===== config.mk =====
export PLATFORM = sky130hd
export DESIGN_NAME = vga_timing_gen
export DESIGN_NICKNAME = d
export VERILOG_FILES = /design/src/rtl/vga_timing_pkg.sv /design/src/rtl/vga_axis_cnt.sv /design/src/rtl/vga_timing_gen.sv
export SDC_FILE = /design/constraint.sdc
export NUM_CORES = 1
export LEC_CHECK = 0
export ABC_AREA = 1
export CAP_MARGIN = 20
export CORE_MARGIN = 1
export CORE_UTILIZATION = 49
export DETAILED_ROUTE_END_ITERATION = 6
export HOLD_SLACK_MARGIN = 0.06
export PLACE_DENSITY = 0.78
export SYNTH_ARGS = -nofsm -noshare
export SYNTH_HDL_FRONTEND = slang
export SYNTH_HIERARCHICAL = 1
export SYNTH_SLANG_ARGS = --single-unit

===== constraint.sdc =====
create_clock -name pixelclk -period 3.7 [get_ports pixelclk]
set_input_delay 0.74 -clock pixelclk [delete_from_list [all_inputs] [get_ports pixelclk]]
set_output_delay 0.74 -clock pixelclk [all_outputs]
set_load 0.05 [all_outputs]

===== src/rtl/vga_timing_pkg.sv =====
// Shared raster timing constants for the pixel-domain blocks.
// Defaults describe 640x480@60 with a 25.175 MHz pixel clock.
package vga_timing_pkg;

    localparam int COORD_W   = 12;
    localparam int MAX_TOTAL = 1 << COORD_W;

    localparam int H_ACTIVE_DEF = 640;
    localparam int H_FP_DEF     = 16;
    localparam int H_SYNC_DEF   = 96;
    localparam int H_BP_DEF     = 48;
    localparam int V_ACTIVE_DEF = 480;
    localparam int V_FP_DEF     = 10;
    localparam int V_SYNC_DEF   = 2;
    localparam int V_BP_DEF     = 33;

    localparam logic SYNC_ACTIVE_LOW  = 1'b0;
    localparam logic SYNC_ACTIVE_HIGH = 1'b1;

    typedef logic [COORD_W-1:0] coord_t;

endpackage


===== src/rtl/vga_axis_cnt.sv =====
// One raster axis: wrapping position counter plus active/sync window flags.
// The flags are registered from the next count so they line up with count.
module vga_axis_cnt
    import vga_timing_pkg::*;
#(
    parameter int ACTIVE = H_ACTIVE_DEF,
    parameter int FP     = H_FP_DEF,
    parameter int SYNC   = H_SYNC_DEF,
    parameter int BP     = H_BP_DEF
) (
    input  logic               pixelclk,
    input  logic               reset_n,
    input  logic               advance,
    output logic [COORD_W-1:0] count,
    output logic               wrap,
    output logic               in_active,
    output logic               in_sync
);

    localparam int TOTAL      = ACTIVE + FP + SYNC + BP;
    localparam int SYNC_START = ACTIVE + FP;
    localparam int SYNC_END   = SYNC_START + SYNC;

    coord_t      count_next;
    logic [31:0] next_wide;

    assign wrap      = (count == COORD_W'(TOTAL - 1));
    assign next_wide = 32'(count_next);

    // NOTE: default assignment first so the hold case cannot infer a latch.
    always_comb begin
        count_next = count;
        if (advance) begin
            count_next = wrap ? '0 : count + COORD_W'(1);
        end
    end

    // NOTE: non-blocking assignments keep every flop sampling pre-edge values.
    always_ff @(posedge pixelclk or negedge reset_n) begin
        if (!reset_n) begin
            count     <= COORD_W'(TOTAL - 1);
            in_active <= 1'b0;
            in_sync   <= 1'b0;
        end else begin
            count     <= count_next;
            in_active <= (next_wide < 32'(ACTIVE));
            in_sync   <= (next_wide >= 32'(SYNC_START)) && (next_wide < 32'(SYNC_END));
        end
    end

endmodule


===== src/rtl/vga_timing_gen.sv =====
// Raster timing generator: counters, display enable, syncs and start pulses.
// Every output is a flop (or a flop combined with a constant/other flop).
module vga_timing_gen
    import vga_timing_pkg::*;
#(
    parameter int   H_ACTIVE = H_ACTIVE_DEF,
    parameter int   H_FP     = H_FP_DEF,
    parameter int   H_SYNC   = H_SYNC_DEF,
    parameter int   H_BP     = H_BP_DEF,
    parameter int   V_ACTIVE = V_ACTIVE_DEF,
    parameter int   V_FP     = V_FP_DEF,
    parameter int   V_SYNC   = V_SYNC_DEF,
    parameter int   V_BP     = V_BP_DEF,
    parameter logic SYNC_POL = SYNC_ACTIVE_LOW
) (
    input  logic               pixelclk,
    input  logic               reset_n,
    input  logic               en,
    output logic [COORD_W-1:0] hcount,
    output logic [COORD_W-1:0] vcount,
    output logic               de,
    output logic               hsync,
    output logic               vsync,
    output logic               line_start,
    output logic               frame_start
);

    localparam int H_TOTAL = H_ACTIVE + H_FP + H_SYNC + H_BP;
    localparam int V_TOTAL = V_ACTIVE + V_FP + V_SYNC + V_BP;

    if (H_TOTAL > MAX_TOTAL || V_TOTAL > MAX_TOTAL) begin : g_total_check
        $error("vga_timing_gen: raster totals exceed the coordinate width");
    end

    logic   h_wrap, h_in_active, h_in_sync;
    logic   v_wrap, v_in_active, v_in_sync;
    logic   v_advance;
    coord_t v_next;

    // The line counter steps in the same edge the pixel counter wraps.
    assign v_advance = en & h_wrap;

    vga_axis_cnt #(
        .ACTIVE (H_ACTIVE),
        .FP     (H_FP),
        .SYNC   (H_SYNC),
        .BP     (H_BP)
    ) u_h_cnt (
        .pixelclk  (pixelclk),
        .reset_n   (reset_n),
        .advance   (en),
        .count     (hcount),
        .wrap      (h_wrap),
        .in_active (h_in_active),
        .in_sync   (h_in_sync)
    );

    vga_axis_cnt #(
        .ACTIVE (V_ACTIVE),
        .FP     (V_FP),
        .SYNC   (V_SYNC),
        .BP     (V_BP)
    ) u_v_cnt (
        .pixelclk  (pixelclk),
        .reset_n   (reset_n),
        .advance   (v_advance),
        .count     (vcount),
        .wrap      (v_wrap),
        .in_active (v_in_active),
        .in_sync   (v_in_sync)
    );

    always_comb begin
        v_next = vcount;
        if (v_advance) begin
            v_next = v_wrap ? '0 : vcount + COORD_W'(1);
        end
    end

    // Pulses fire only on an enabled edge that lands on hcount==0.
    always_ff @(posedge pixelclk or negedge reset_n) begin
        if (!reset_n) begin
            line_start  <= 1'b0;
            frame_start <= 1'b0;
        end else begin
            line_start  <= v_advance && (32'(v_next) < 32'(V_ACTIVE));
            frame_start <= v_advance && (v_next == '0);
        end
    end

    assign de    = h_in_active & v_in_active;
    assign hsync = h_in_sync ? SYNC_POL : ~SYNC_POL;
    assign vsync = v_in_sync ? SYNC_POL : ~SYNC_POL;

endmodule


==> impl_metrics.yaml <==
run_status:
  status: "finished, final reports clean"
cells_and_area:
  drive_gt1_frac: 0.155
  antenna_cells: 0
  nets: 380
  area_delta_synth_final_pct: 20.5
  finalCoreUtilization: 0.620
drt:
  drc: 0
  first_iter_violations: 102
  drt-pass1-iter-count: 4
  vias: 2121
  wirelength_um: 5070
  wl_per_cell_um: 11.9
  antenna_left: 0
  via_per_inst: 4.98
setup_path:
  critPathLaunchType: "register"
  arrival_ns: 2.88
  cp-end-kind: "register"
  critical_path_class: "register to register"
  crit_required_ns: 3.92
  crit_path_max_fanout: 9
synthesis:
  synth_top_family_by_area: "simple AND/OR/NAND/NOR gates"
  seq_area_frac_synth: 0.339
  syn_area_um2: 2250
  ys.warnings.count: 6
  synth.top_cell.area_share: 0.222
  synthAdderAreaFrac: 0.0222
  ys_seq_elements: 30
  synth-simple-area-share: 0.458
  postSynthCellCount: 335
  ys_top_cells_by_area: "dfrtp_1, nand2_1, dfstp_2"
  yosysTopAreaCell: "dfrtp_1"
  synth_xor_area_frac: 0.0305
  yosysUniqueCellTypes: 29
  synthMuxAreaShare: 0
  synth_nets: 342
  synth_compound_area_frac: 0.0372
  postSynthAreaPerCell_um2: 6.73
placement:
  place_congestion: 0.859
  port_buffers: 31
  hpwlAfterDp_um: 3820
  pre_cts_slack_ns: 0.857
floorplan:
  start_util: 0.514
  ioPinCount: 32
  die_w_um: 69.8
  coreArea_um2: 4380
  die_y_um: 69.8
  die_area_um2: 4870
  rows: 24
sta:
  fmax_mhz: 376
  period_share: 0.718
  tns_ns: 0
  rsz0062_at_grt: "false"
  layout_setup_ws_ns: 1.04
  drv_slew: 0
  period_minus_slack_ns: 2.66
  slew_headroom: 0.650
  hold_viol: 0
  fin_skew_ns: 0.00339
  worstMarginPinSlew_ns: 0.523
  setup_viol: 0
pwr:
  ir_drop_v: 0.000288
  design_power_total_w: 0.00146
  p_per_area_nw_per_um2: 539
  power_leakage_nw: 1.40
cts:
  root_buffer: "clkbuf_8"
  cts_tree: "done"
  cts_setup_buffers: 0
  cts-htree-levels: 2
  cts_resized: 0
  cts_buffer_depth: 2
  hold_buffers: 0
  clk_transition_reported_paths_ns: 0.06
  cts_buffers: 5
  cts_sinks: 30
  worstSkewPairLatency_ns: 0.28
global_route:
  grt_max_degree: 31
  grt_pass1_wl_um: 8960
  grt_pass1_vias: 2029
  antenna_found_initial: 0
  grt.total_usage: 0.230
  grt-ovfl-total: 0
worst_hold_path:
  hold_path.class: "register to register"
flow_run:
  max-cap-violations: 0
-- per-layer routing --
layer | track usage | vias up | share of wire
met5 | 0 | - | 0
met4 | 0.0667 | 0 | 0.0087
li1 | - | 1098 | -
met1 | 0.273 | 978 | 0.45
met3 | 0.0451 | 5 | 0.034
met2 | 0.417 | 40 | 0.51
-- worst max-delay path, stage by stage (launching register included) --
cell and delay [ns]:
dfstp_2 0.57, ha_1 0.22, nand2_1 0.12, nor2_1 0.12
nand3_1 0.16, inv_1 0.13, nand2_2 0.11, inv_1 0.31
nand3_2 0.11, nor2_2 0.16, nand2_1 0.12, nor2_1 0.10
nand2_1 0.06, nand2_1 0.10, nand3_2 0.10, nor2_2 0.12
-- state kept, by name (all words and copies together), names as in the netlist --
signal             count
line_start             1
u_v_cnt/count         12
u_v_cnt/in_sync        1
u_h_cnt/in_sync        1
u_v_cnt/in_active      1
u_h_cnt/in_active      1
frame_start            1
u_h_cnt/count         12
-- layout by cell type (no fill, tap or decap), types with 2 or more instances in the layout --
master and count:
nand2_1 101, inv_1 60, nor2_1 40, nand3_1 31, clkdlybuf4s50_1 31, dfrtp_1 20, dfstp_2 10, nor2_4 8
nor2_2 8, nand2_2 7, nand4_1 6, clkbuf_8 6, nand3_2 5, inv_2 5, o21bai_1 4, ha_1 4
a21oi_1 4, xor2_1 3, xnor2_1 3, o21ai_2 2, o21ai_1 2, nor3_1 2, nand3b_1 2
-- cell type report --
| type | instances | area, um^2 |
|---|---|---|
| Clock buffer | 7 | 86.3 |
| Clock inverter | 1 | 5.00 |
| Inverter | 65 | 244 |
| Multi-Input combinational cell | 239 | 1230 |
| Tap cell | 52 | 65.1 |
| Sequential cell | 30 | 763 |
| Timing Repair Buffer | 32 | 318 |
| Fill cell | 418 | 1670 |
-- cells in the mapped netlist (all sizes together) --
cell type and instances:
nand2 109, inv 65, nor2 56, nand3 37
dfrtp 20, dfstp 10, nand4 6, a21oi 4
ha 4, o21ai 4, o21bai 4, xnor2 4
nor3 3, xor2 3, nand3b 2, a31oi 1
and2 1, buf 1, or2 1
-- metrics by stage --
stage / hold WS, ns / std cells / area (um^2)
2_1_floorplan: 0.444 / 335 / 2250
3_3_place_gp: 0.501 / 418 / 2630
3_5_place_dp: 0.508 / 418 / 2630
4_1_cts: 0.519 / 426 / 2720
5_1_grt: 0.551 / 426 / 2720
6_report: 0.512 / 426 / 2720
-- cell families (layout without fill, tap and decap cells) --
logic type / after synthesis / count (layout)
AOI/OAI and AO/OA: 13 / 13
xor gates and xnor gates: 7 / 7
adders and majority gates: 4 / 4
buffers and inverters: 66 / 105
DFF: 30 / 30
and+or+nand+nor: 215 / 215
-- power by group --
part	internal, W	switching, W	leakage [nW]
clock network	0.000150	0.000123	0.0482
logic	0.000213	0.000462	1.01
registers	0.000419	0.0000965	0.339
-- path summary, 6_finish.rpt --
check | from | end | slack [ns] | cells after the start
max in group asynchronous | reset_n | u_v_cnt/count[9]$_DFF_PN1_ | 2.53 | 2
setup reg to reg | u_h_cnt/count[0]$_DFF_PN1_ | u_v_cnt/in_sync$_DFF_PN0_ | 1.04 | 15
setup / recovery | u_h_cnt/count[0]$_DFF_PN1_ | u_v_cnt/in_sync$_DFF_PN0_ | 1.04 | 15
hold reg to reg | u_h_cnt/count[1]$_DFF_PN1_ | u_h_cnt/count[1]$_DFF_PN1_ | 0.51 | 2
min in group asynchronous | reset_n | u_h_cnt/count[10]$_DFF_PN0_ | 0.85 | 2
hold / removal | u_h_cnt/count[1]$_DFF_PN1_ | u_h_cnt/count[1]$_DFF_PN1_ | 0.51 | 2
(Power assumes the default switching activity.)
